[config.mk]
export PLATFORM = sky130hd
export DESIGN_NAME = vga_fb_arbiter_flat
export DESIGN_NICKNAME = d
export VERILOG_FILES = /design/src/rtl/vga_pkg.sv /design/src/rtl/vga_fb_arbiter_if.sv /design/src/rtl/vga_fb_addr_gen.sv /design/src/rtl/vga_fb_arbiter.sv /design/src/flat_wrapper.sv
export SDC_FILE = /design/constraint.sdc
export NUM_CORES = 1
export LEC_CHECK = 0
export ABC_AREA = 0
export CAP_MARGIN = 30
export CORE_AREA = 10 10 119 94
export CTS_CLUSTER_SIZE = 25
export DETAILED_ROUTE_END_ITERATION = 7
export DIE_AREA = 0 0 129 104
export MAX_ROUTING_LAYER = met4
export PLACE_DENSITY_LB_ADDON = 0.25
export REMOVE_ABC_BUFFERS = 1
export SYNTH_ARGS = -nofsm -noshare
export SYNTH_HDL_FRONTEND = slang
export SYNTH_SLANG_ARGS = --single-unit
export TNS_END_PERCENT = 30
[constraint.sdc]
create_clock -name CLK_25 -period 6.26 [get_ports CLK_25]
set_input_delay 1.878 -clock CLK_25 [delete_from_list [all_inputs] [get_ports CLK_25]]
set_output_delay 1.878 -clock CLK_25 [all_outputs]
set_load 0.02 [all_outputs]
[src/rtl/vga_pkg.sv]
// Shared VGA framebuffer constants and the arbiter slot classification.
package vga_pkg;

  // 640x480 visible area, two RGB565 pixels per 32-bit framebuffer word.
  localparam int unsigned C_H_VISIBLE  = 640;
  localparam int unsigned C_V_VISIBLE  = 480;
  localparam int unsigned C_LINE_PITCH = C_H_VISIBLE / 2;
  localparam int unsigned C_FB_WORDS   = C_LINE_PITCH * C_V_VISIBLE;

  // RGB565 field widths.
  localparam int unsigned C_R_W   = 5;
  localparam int unsigned C_G_W   = 6;
  localparam int unsigned C_B_W   = 5;
  localparam int unsigned C_PIX_W = C_R_W + C_G_W + C_B_W;

  // Bus widths.
  localparam int unsigned C_ADDR_W  = 18;
  localparam int unsigned C_DATA_W  = 32;
  localparam int unsigned C_COORD_W = 10;

  // What the memory port is used for in a given cycle.
  typedef enum logic [1:0] {
    SLOT_IDLE,   // write slot with no pending request (or reset)
    SLOT_READ,   // even visible pixel: fetch the next pixel word
    SLOT_WRITE,  // writer request granted and in range
    SLOT_WERR    // writer request granted but out of range: ack only
  } slot_e;

endpackage

[src/rtl/vga_fb_arbiter_if.sv]
// Framebuffer memory bus plus writer request/ack handshake.
interface vga_fb_arbiter_if;
  import vga_pkg::*;

  // Memory side
  logic [C_ADDR_W-1:0] oMemAddr;
  logic                oMemRd;
  logic                oMemWe;
  logic [C_DATA_W-1:0] oMemWData;
  logic [C_DATA_W-1:0] iMemRData;

  // Writer side
  logic                iWrReq;
  logic [C_ADDR_W-1:0] iWrAddr;
  logic [C_DATA_W-1:0] iWrData;
  logic                oWrAck;
  logic                oWrErr;

  // Arbiter view
  modport master (
    output oMemAddr, oMemRd, oMemWe, oMemWData, oWrAck, oWrErr,
    input  iMemRData, iWrReq, iWrAddr, iWrData
  );

  // Memory/writer environment view
  modport slave (
    input  oMemAddr, oMemRd, oMemWe, oMemWData, oWrAck, oWrErr,
    output iMemRData, iWrReq, iWrAddr, iWrData
  );

endinterface

[src/rtl/vga_fb_addr_gen.sv]
// Combinational pixel-word address: FB_BASE + y*320 + x/2, multiplier-free.
module vga_fb_addr_gen
  import vga_pkg::*;
#(
  parameter int unsigned FB_BASE = 0
) (
  input  logic [C_COORD_W-1:0] i_y,
  input  logic [C_COORD_W-2:0] i_xw,
  output logic [C_ADDR_W-1:0]  o_addr
);

  logic [C_ADDR_W-1:0] w_y_ext;
  logic [C_ADDR_W-1:0] w_row;

  // Row offset y*320 as (y<<8)+(y<<6), then add base and word column.
  always_comb begin
    w_y_ext = {{(C_ADDR_W-C_COORD_W){1'b0}}, i_y};
    w_row   = (w_y_ext << 8) + (w_y_ext << 6);
    o_addr  = C_ADDR_W'(FB_BASE) + w_row
            + {{(C_ADDR_W-C_COORD_W+1){1'b0}}, i_xw};
  end

endmodule

[src/rtl/vga_fb_arbiter.sv]
// Time-slot arbiter sharing one framebuffer port between the display
// scan-out (even visible pixels) and a writer (all other cycles).
module vga_fb_arbiter
  import vga_pkg::*;
#(
  parameter int unsigned FB_BASE  = 0,
  parameter int unsigned FB_WORDS = C_FB_WORDS
) (
  input  logic                 CLK_25,
  input  logic                 nRst,
  input  logic [C_COORD_W-1:0] iX,
  input  logic [C_COORD_W-1:0] iY,
  input  logic                 iImValid,
  vga_fb_arbiter_if.master     bus,
  output logic [C_PIX_W-1:0]   oPixel,
  output logic                 oPixValid,
  output logic                 oFrameStart
);

  slot_e               w_slot;
  logic                w_wr_err;
  logic [C_ADDR_W-1:0] w_rd_addr;
  logic [C_ADDR_W-1:0] w_wr_addr;
  logic [C_ADDR_W-1:0] w_mem_addr;
  logic                w_mem_rd;
  logic                w_mem_we;
  logic [C_DATA_W-1:0] w_mem_wdata;
  logic                w_wr_ack;

  logic [C_ADDR_W-1:0] r_last_addr;
  logic                r_rd_d1;
  logic [C_DATA_W-1:0] r_word;
  logic                r_val_d1;
  logic                r_val_d2;
  logic                r_odd_d1;
  logic                r_odd_d2;
  logic                r_frame_start;

  vga_fb_addr_gen #(
    .FB_BASE (FB_BASE)
  ) u_addr_gen (
    .i_y    (iY),
    .i_xw   (iX[C_COORD_W-1:1]),
    .o_addr (w_rd_addr)
  );

  // Classify the cycle; reset forces the idle slot so every strobe stays low.
  always_comb begin
    w_wr_err  = ({{(32-C_ADDR_W){1'b0}}, bus.iWrAddr} >= FB_WORDS);
    w_wr_addr = C_ADDR_W'(FB_BASE) + bus.iWrAddr;
    w_slot    = SLOT_IDLE;
    if (!nRst)                     w_slot = SLOT_IDLE;
    else if (iImValid && !iX[0])   w_slot = SLOT_READ;
    else if (bus.iWrReq)           w_slot = w_wr_err ? SLOT_WERR : SLOT_WRITE;
  end

  // Drive the memory port and writer handshake from the slot type.
  always_comb begin
    w_mem_addr  = r_last_addr;
    w_mem_rd    = 1'b0;
    w_mem_we    = 1'b0;
    w_mem_wdata = '0;
    w_wr_ack    = 1'b0;
    unique case (w_slot)
      SLOT_READ: begin
        w_mem_rd   = 1'b1;
        w_mem_addr = w_rd_addr;
      end
      SLOT_WRITE: begin
        w_mem_we    = 1'b1;
        w_wr_ack    = 1'b1;
        w_mem_addr  = w_wr_addr;
        w_mem_wdata = bus.iWrData;
      end
      SLOT_WERR: w_wr_ack = 1'b1;
      default:   ;
    endcase
    bus.oMemAddr  = w_mem_addr;
    bus.oMemRd    = w_mem_rd;
    bus.oMemWe    = w_mem_we;
    bus.oMemWData = w_mem_wdata;
    bus.oWrAck    = w_wr_ack;
    bus.oWrErr    = (w_slot == SLOT_WERR);
  end

  // Hold the last issued address so idle slots do not disturb the bus.
  always_ff @(posedge CLK_25 or negedge nRst) begin
    if (!nRst)
      r_last_addr <= '0;
    else if (w_slot == SLOT_READ || w_slot == SLOT_WRITE)
      r_last_addr <= w_mem_addr;
  end

  // Pixel pipeline: capture the read word one cycle after the read slot,
  // then present the even half at +2 and the odd half at +3 so both
  // pixels see the same latency of 2 relative to their own (X,Y).
  always_ff @(posedge CLK_25 or negedge nRst) begin
    if (!nRst) begin
      r_rd_d1       <= 1'b0;
      r_word        <= '0;
      r_val_d1      <= 1'b0;
      r_val_d2      <= 1'b0;
      r_odd_d1      <= 1'b0;
      r_odd_d2      <= 1'b0;
      r_frame_start <= 1'b0;
    end else begin
      r_rd_d1       <= (w_slot == SLOT_READ);
      r_val_d1      <= iImValid;
      r_val_d2      <= r_val_d1;
      r_odd_d1      <= iX[0];
      r_odd_d2      <= r_odd_d1;
      r_frame_start <= iImValid && (iX == '0) && (iY == '0);
      if (r_rd_d1)
        r_word <= bus.iMemRData;
    end
  end

  // Select the pixel half; blank outside the visible area.
  always_comb begin
    oPixel = '0;
    if (r_val_d2)
      oPixel = r_odd_d2 ? r_word[C_DATA_W-1:C_PIX_W] : r_word[C_PIX_W-1:0];
    oPixValid   = r_val_d2;
    oFrameStart = r_frame_start;
  end

endmodule

[src/flat_wrapper.sv]
// flat-port wrapper written by rule: the top's interface ports become plain ports
module vga_fb_arbiter_flat import vga_pkg::*;
#(
  parameter int unsigned FB_BASE  = 0,
  parameter int unsigned FB_WORDS = C_FB_WORDS
)
  (CLK_25, nRst, iX, iY, iImValid, oPixel, oPixValid, oFrameStart, bus_oMemAddr, bus_oMemRd, bus_oMemWe, bus_oMemWData, bus_oWrAck, bus_oWrErr, bus_iMemRData, bus_iWrReq, bus_iWrAddr, bus_iWrData);
  vga_fb_arbiter_if bus_i ();
  input  logic CLK_25;
  input  logic nRst;
  input  logic [C_COORD_W-1:0] iX;
  input  logic [C_COORD_W-1:0] iY;
  input  logic iImValid;
  output logic [C_PIX_W-1:0] oPixel;
  output logic oPixValid;
  output logic oFrameStart;
  output wire logic [$bits(bus_i.oMemAddr)-1:0] bus_oMemAddr;
  output wire logic [$bits(bus_i.oMemRd)-1:0] bus_oMemRd;
  output wire logic [$bits(bus_i.oMemWe)-1:0] bus_oMemWe;
  output wire logic [$bits(bus_i.oMemWData)-1:0] bus_oMemWData;
  output wire logic [$bits(bus_i.oWrAck)-1:0] bus_oWrAck;
  output wire logic [$bits(bus_i.oWrErr)-1:0] bus_oWrErr;
  input wire logic [$bits(bus_i.iMemRData)-1:0] bus_iMemRData;
  input wire logic [$bits(bus_i.iWrReq)-1:0] bus_iWrReq;
  input wire logic [$bits(bus_i.iWrAddr)-1:0] bus_iWrAddr;
  input wire logic [$bits(bus_i.iWrData)-1:0] bus_iWrData;
  assign bus_oMemAddr = bus_i.oMemAddr;
  assign bus_oMemRd = bus_i.oMemRd;
  assign bus_oMemWe = bus_i.oMemWe;
  assign bus_oMemWData = bus_i.oMemWData;
  assign bus_oWrAck = bus_i.oWrAck;
  assign bus_oWrErr = bus_i.oWrErr;
  assign bus_i.iMemRData = bus_iMemRData;
  assign bus_i.iWrReq = bus_iWrReq;
  assign bus_i.iWrAddr = bus_iWrAddr;
  assign bus_i.iWrData = bus_iWrData;
  vga_fb_arbiter #(.FB_BASE(FB_BASE), .FB_WORDS(FB_WORDS)) u_core (.CLK_25(CLK_25), .nRst(nRst), .iX(iX), .iY(iY), .iImValid(iImValid), .bus(bus_i), .oPixel(oPixel), .oPixValid(oPixValid), .oFrameStart(oFrameStart));
endmodule
==> results by stage, run 1 <==
Power and ir drop:
- The cell leakage power is 0.003163 uW.
- The power density over cell area is 207.4 mW/mm^2.
- Across the VDD grid, the largest voltage drop is 108.1 uV.

Yosys:
- The synthesis warning total is 0.
- The post-synthesis area per instance is 10.30 um^2.
- The gate count of the mapped netlist is 337.
- The number of distinct library cell variants in the gate-level netlist after synthesis is 40.
- Of the synthesized area, sequential elements account for 0.4037.
- The synthesized design contains 56 register bits.
- The area of the mapped netlist is 0.003471 mm^2.

Final layout:
- Leaving out fill and tap cells, the most frequent cell in the layout is clkdlybuf4s50_1.
- The filler cells instantiated in the layout total 706.
- The layout overhead on the synthesized area is 70.91%.
- The net total in the final layout is 674.
- The final cell utilization of the core is 0.6696.
- The library cells used most frequently in the layout, excluding fill and tap cells, are clkdlybuf4s50_1 (120), dfrtp_1 (56), buf_4 (44).
- The fraction of final layout cells with drive strength greater than 1 is 0.2128.
- 0 antenna diodes ended up in the layout.

Worst setup path:
- For this design, the slowest cell found on the critical path is clkdlybuf4s50_1.
- The minimum setup slack among reg-to-reg paths is 5.05 ns.
- The critical path class is in -> out.
- The cell type with the highest occurrence count on the critical path is ha_1.
- Walking the worst path, the cells encountered are clkdlybuf4s50_1 > ha_1 > ha_1 > nor2b_1 > o21ai_1 > nand2b_1 > a21oi_1 > xor2_1 > o221ai_1 > buf_2.
- The category of the worst setup path capture point is a primary output.
- The delay of the slowest cell on the worst path is 0.52 ns.
- The kind of launch point of the worst setup path is an input port.
- The largest driver fanout on the critical path is 4.
- For the worst setup path, the data arrival time is 4.27 ns.
- For the worst setup path, the data required time is 4.38 ns.

Routing:
- The post-detailed-route wirelength per cell is 18.86 um.
- The number of design-rule violations left by the first detailed-router iteration is 116.
- The first detailed-routing pass took 4 iterations.
- The remaining design rule violation count is 0.
- The post-detailed-route via-to-cell ratio is 5.088.
- The detailed router placed 3343 vias in this run.
- The wire length reported by the detailed router is 12390 um.
- The post-detailed-route count of antenna-violating nets is 0.

GRT:
- The total overflow reported by the global router is 0.
- The initial antenna violation count came to 0.
- The first global-routing pass estimated 18640 um of wire.
- For this run, the total global-route usage over all layers was measured as 0.1764.
- The via count of the first global-routing pass was 3490.
- The pin count of the biggest net entering global routing is 53.

Run:
- The number of max-cap violations is 0.

Timing:
- The number of setup violations in the final report is 0.
- In the finished design, the share of the clock period the worst path needs comes to 0.9819.
- The count of pins over their slew limit came to 0.
- The final count of hold timing violations is 0.
- For the finished layout, the period the worst path requires is 6.147 ns.
- For the final database, setup skew stands at 0.005060 ns.
- Headroom to the max-slew limit came out at 0.3436.
- The sum of negative setup slack is 0 ns.
- On the final layout, the worst hold slack is 0.3496 ns.
- The upper clock frequency limit is 0.1627 GHz.
- The slew at the pin closest to its max-slew limit is 0.9846 ns.
- After layout, the worst setup slack is 0.1131 ns.
- Setup repair after global routing could not meet its margin everywhere.

Clock tree:
- After clock tree synthesis, the clock-pin slew on the worst setup and hold paths is 0.07 ns.
- The root cell of the clock tree is clkbuf_16.
- The number of buffers inserted by hold repair at cts is 0.
- The tree built by TritonCTS fans out to 56 sinks.
- CTS built an H-tree with a depth of 2.
- TritonCTS built the clock tree.
- In this run the deepest clock path goes through 2 buffers.
- In this run, CTS created clock tree buffers numbering 5.
- At the later pin of the worst-skew pair, clock insertion delay measures 0.29 ns.

Place:
- OpenSTA, run right after detailed placement, puts the worst setup slack at -0.6178 ns.
- The HPWL after detailed placement is 9867 um.
- Buffers placed on the I/O ports in this run total 177.
- The congestion estimate from routability-driven global placement came to 0.8423.

Floorplan:
- The initial utilization of the core area, before any placement, comes to 0.3918.
- The total area inside the core boundary comes to 0.008859 mm^2.
- After floorplanning, the core was divided into 30 placement rows.
- From bottom edge to top edge, the die measures 104 um.
- The die covers 0.01342 mm^2.
- The die is 129 um wide.
- The top-level port count is 178.

Hold path:
- The min-delay analysis places its worst path in the category reg -> reg.

Run status:
- The flow ran to the end, and the final reports show no timing, DRC or antenna violations.
## cell type report
cell class                      instances  area (um^2)  area share
Tap cell                              112        140.1     0.02362
Clock buffer                            6        128.9     0.02173
Inverter                               14        52.55    0.008859
Multi-Input combinational cell        245         2024      0.3413
Clock inverter                          2        16.27    0.002742
Timing Repair Buffer                  222         2168      0.3655
Sequential cell                        56         1401      0.2362
## stage by stage
step | instances | total power [uW] | cell area (um^2)
after floorplan | 315 | 698.8 | 3372
after global placement | 645 | 935.7 | 5597
after detailed placement | 645 | 952.3 | 5597
after CTS | 653 | 1221 | 5729
after global routing | 657 | 1305 | 5932
final | 657 | 1230 | 5932
## synthesized netlist by cell type, drive strengths merged
cell / instances / area [um^2]
a221oi: 4 / 35.03
nand2: 23 / 86.33
nor3b: 2 / 15.01
clkbuf: 14 / 52.55
a311oi: 1 / 15.01
a211o: 1 / 8.760
or3b: 1 / 8.760
nand3: 5 / 30.03
o221ai: 8 / 70.07
nor2b: 19 / 118.9
mux2i: 17 / 170.2
a31oi: 2 / 12.51
nand2b: 3 / 18.77
fa: 2 / 40.04
and3: 1 / 7.510
o21ai: 23 / 115.1
a211oi: 1 / 7.510
mux2: 32 / 360.3
a41oi: 1 / 16.27
nor3: 3 / 15.01
xnor2: 2 / 17.52
and2: 32 / 200.2
xor2: 6 / 52.55
ha: 22 / 275.3
dfrtp: 56 / 1401
a22oi: 10 / 75.07
buf: 8 / 46.29
nand4: 2 / 12.51
inv: 14 / 52.55
a21oi: 12 / 71.32
nor2: 2 / 7.510
a21o: 3 / 22.52
nor4: 3 / 18.77
or4: 1 / 7.510
or2: 1 / 6.260
## what timing repair did
item / in CTS / in global routing
pin swaps: 10 / 15
setup buffers: 0 / 4
endpoints found under the setup margin: 19 / 47
cloned: 0 / 0
gates resized for setup: 45 / 65
## power breakdown
group | total, uW | internal, uW | leakage, uW | switching [uW]
logic | 494 | 262 | 0.00241 | 232
registers | 461 | 428 | 0.000688 | 32.4
clock network | 275 | 149 | 0.0000671 | 125
## worst max-delay path, delay by kind of cell
kind / cells / cell delay [ns]
compound gates: 3 / 0.55
xor+xnor: 1 / 0.25
fa+ha+maj: 2 / 0.58
buf+inv: 2 / 0.71
simple gates: 2 / 0.30
## sequential cells by signal (all words and copies together) (netlist names)
register	flops
u_core.r_val_d1	1
u_core.r_odd_d1	1
u_core.r_last_addr	18
u_core.r_word	32
u_core.r_odd_d2	1
u_core.r_rd_d1	1
u_core.oFrameStart	1
u_core.oPixValid	1
## logic make-up (layout without fill, tap and decap cells)
logic type               after synthesis  after routing  share of synthesized area
flip-flops                            56             56                     0.4037
adder cells (fa/ha/maj)               24             24                    0.09084
multiplexers                          49             49                     0.1528
AND/OR/NAND/NOR                       98             98                     0.1593
XOR/XNOR                               8              8                    0.02019
buffers and inverters                 36            244                    0.04362
AO/OA/AOI/OAI                         66             66                     0.1294
## path summary, 6_finish.rpt
path	startpoint	endpoint	cells after the start
min in group asynchronous	nRst	u_core.r_last_addr[16]	1
max reg2reg	u_core.r_rd_d1	u_core.r_word[18]	2
min	u_core.r_odd_d1	u_core.r_odd_d2	0
min reg2reg	u_core.r_odd_d1	u_core.r_odd_d2	0
max	iY[3]	bus_oMemAddr[15]	10
max in group asynchronous	nRst	u_core.r_word[7]	2
## per-layer routing
layer	track usage	vias up	part of all wire	wire, um
met1	0.2003	1611	0.43	5321
met3	0.04738	13	0.058	719
met2	0.3034	116	0.50	6207
met4	0.03647	0	0.011	142
met5	-	-	0	0
li1	-	1603	-	-
Note: power is estimated with default switching activity, not from simulation.
==> inputs of run 2 (changes only) <==
--- a/config.mk
+++ b/config.mk
@@ -7,10 +7,10 @@
 export LEC_CHECK = 0
 export ABC_AREA = 0
 export CAP_MARGIN = 30
-export CORE_AREA = 10 10 119 94
+export CORE_AREA = 10 10 105 107
 export CTS_CLUSTER_SIZE = 25
 export DETAILED_ROUTE_END_ITERATION = 7
-export DIE_AREA = 0 0 129 104
+export DIE_AREA = 0 0 115 117
 export MAX_ROUTING_LAYER = met4
 export PLACE_DENSITY_LB_ADDON = 0.25
 export REMOVE_ABC_BUFFERS = 1
==> results by stage, run 2 (synthesized netlist as in run 1, its figures left out) <==
Place:
- The congestion estimate from routability-driven global placement came to 0.9156.
- During placement, the flow inserted port buffers numbering 177.
- The worst setup slack before clock tree synthesis is -0.6190 ns.
- Once placement finished, the instance area stood at 0.005603 mm^2.
- Summed over all nets, the half-perimeter wirelength after detailed placement is 9299 um.

Worst setup path:
- Grouping stages by cell kind, the critical path spends the most delay in buffers and inverters.
- The worst setup path is captured at a primary output.
- Traced cell by cell, the critical path runs through clkdlybuf4s50_1 > a21o_1 > a211oi_2 > o21ai_0 > nand2_1 > ha_1 > buf_12 > buf_4 > and2_1 > clkdlybuf4s50_1.
- The largest driver fanout on the critical path is 18.
- The number of buffer and inverter instances along the worst setup path is 4.
- The worst setup path is of the in -> out kind.
- The required time at the worst-slack endpoint is 4.38 ns.
- Data on the critical path arrives at its endpoint at 4.26 ns.
- The largest individual stage delay along the critical path comes from the cell clkdlybuf4s50_1.
- In this design, the stage delay of the slowest critical-path cell is 0.62 ns.
- Counting stages on the worst path, the most repeated cell is clkdlybuf4s50_1.
- The kind of launch point of the worst setup path is an input port.

Power and ir drop:
- The internal power of the cells totals 765.8 uW.
- The power density over cell area is 197.1 mW/mm^2.
- The combinational fraction of design power is 0.421.
- The register share of total power is 0.402.
- The switching share of power is 0.3291.
- Summed over all nets, the switching power comes to 375.7 uW.
- The worst-case IR drop observed on VDD is 88.55 uV.
- Of the total power, the clock network draws 0.177.
- Summed over all cells, the static leakage comes to 0.002737 uW.
- After layout, the design draws a total of 1141 uW.

GRT:
- For met2 alone, demand over resource in global routing was 0.2902.
- In this run the most used layer during global routing was met2.
- The total overflow reported by the global router is 0.
- The routing usage on met1 is 0.2093.
- The via count of the first global-routing pass is 3438.
- The initial antenna violation count is 0.
- The first-pass GRT wire length is 18180 um.
- The overall track demand over capacity in global routing is 0.1715.
- The pin count of the biggest net entering global routing is 56.
- For this run, global-route usage on met3 was measured as 0.03313.

Routing:
- The remaining design rule violation count is 0.
- Dividing the detail-routed wire length by the instance count gives 17.67 um.
- Across all layers, the routed design uses 3236 vias.
- The count of nets left with antenna violations once routing finished came out at 0.
- The wire length reported by the detailed router is 11590 um.
- The length of the first detailed-routing pass in iterations is 4.
- The post-detailed-route via-to-cell ratio is 4.933.
- The first routing iteration left 144 violations.

Floorplan:
- The core region is 0.009021 mm^2.
- The full die area is 0.01346 mm^2.
- In this run the vertical extent of the chip is 117 um.
- The die is 115 um wide.
- The top-level port count is 178.
- The standard-cell row count is 35.
- The initial core utilization is 0.3847.

Timing:
- The tightest hold path in the finished design has a slack of 0.3663 ns.
- The worst pin sits at a relative slew slack of 0.3820.
- The slew at the pin closest to its max-slew limit is 0.9270 ns.
- The final count of hold timing violations is 0.
- The upper clock frequency limit is 0.1630 GHz.
- The count of pins over their slew limit came to 0.
- Setup repair after global routing left no endpoint under its margin.
- The smallest clock period supported by the final layout is computed as 6.135 ns.
- The post-route clock period utilization is 0.9800.
- On the final layout, the worst clock skew is 0.005912 ns.
- The number of setup violations in the final report is 0.
- Setup slack on the critical path of the routed design comes to 0.1250 ns.

Final layout:
- In the layout the commonest cells are clkdlybuf4s50_1 (128), dfrtp_1 (56), buf_4 (46).
- The largest registers in the layout are u_core.r_word (32), u_core.r_last_addr (18).
- The number of antenna repair diodes is 0.
- The leading cell type in the layout, fill and taps excluded is clkdlybuf4s50_1.
- The net total in the final layout is 674.
- From synthesis to final layout, the design area changed by 66.83%.
- Of the cells placed in the final design, the portion with a size suffix greater than 1 is 0.2055.
- The register with the most flip-flops in the layout has 32 of them.
- After routing the design area is 0.005791 mm^2.
- Ranked by flip-flop count, first place goes to u_core.r_word.
- The total of fill cells in the finished design is 760.

Clock tree:
- The clock tree from TritonCTS is yes.
- The number of clock buffers inserted by TritonCTS is 5.
- The total number of H-tree levels is 2.
- The number of clock sinks seen by CTS is 56.
- At the later pin of the worst-skew pair, clock insertion delay measures 0.30 ns.
- The root cell of the clock tree is clkbuf_8.
- The clock input transition at the sequential cells of the worst setup and hold paths is 0.11 ns.
- The maximum root-to-sink buffer count is 2.

Run:
- Max-cap violations in this run came to 0.

Run status:
- The run finished with clean final reports.

Hold path:
- The tightest min-delay check is of the reg -> reg type.
-- run 2: changes by cell type in the layout (fill, tap and decap cells not counted), sizes merged --
| cell | change |
|---|---|
| clkdlybuf4s15 | +1 |
| clkinv | +1 |
| clkdlybuf4s50 | +8 |
| clkinvlp | -1 |
| inv | +1 |
| dlygate4sd2 | +24 |
| clkbuf | -4 |
| dlymetal6s2s | -28 |
| buf | -2 |
-- run 2: repair_timing --
| action | CTS | global route |
|---|---|---|
| setup buffers | 4 | 1 |
| resized for setup | 61 | 31 |
| hold buffers | 0 | 0 |
| endpoints found under the setup margin | 25 | 21 |
| pin swaps | 9 | 8 |
-- run 2: worst paths after layout --
path,startpoint,endpoint,slack [ns],depth (start not counted)
min,u_core.r_odd_d1,u_core.r_odd_d2,0.37,0
min reg2reg,u_core.r_odd_d1,u_core.r_odd_d2,0.37,0
max,bus_iWrAddr[12],bus_oMemWData[10],0.12,10
max in group asynchronous,nRst,u_core.r_word[21],4.01,2
max reg2reg,u_core.r_rd_d1,u_core.r_word[11],5.06,2
min in group asynchronous,nRst,u_core.r_last_addr[4],1.36,1
-- run 2: worst reg2reg max path, cell delays in order, from the launching register on --
cell,delay (ns)
dfrtp_1,0.33
buf_4,0.36
mux2_2,0.40
-- run 2: layout make-up --
class                           count  area, um^2  area share
Multi-Input combinational cell    245        2012      0.3475
Clock buffer                        5       68.82     0.01188
Inverter                           14       52.55    0.009075
Tap cell                          111       138.9     0.02398
Clock inverter                      3       22.52    0.003889
Sequential cell                    56        1401      0.2420
Timing Repair Buffer              222        2095      0.3617
-- run 2: per-stage QoR --
step	setup TNS, ns	instances	utilization
3_5_place_dp	-5.602	643	0.6211
4_1_cts	0	655	0.6301
5_1_grt	0	656	0.6419
2_1_floorplan	0	315	-
6_report	0	656	0.6419
3_3_place_gp	-5.172	643	0.6211
-- run 2: routing by layer --
metal,routed length (um),vias up
met5,0,-
met4,78,0
met3,601,6
met2,5879,86
met1,5035,1544
li1,-,1600
-- run 2: power by group through the flow --
stage               registers (uW)  logic (uW)  clock network (uW)
floorplan                      461         238                   0
CTS                            459         471                 211
global placement               463         470                   0
finish                         459         480                 202
detailed placement             467         476                   0
global route                   468         523                 226
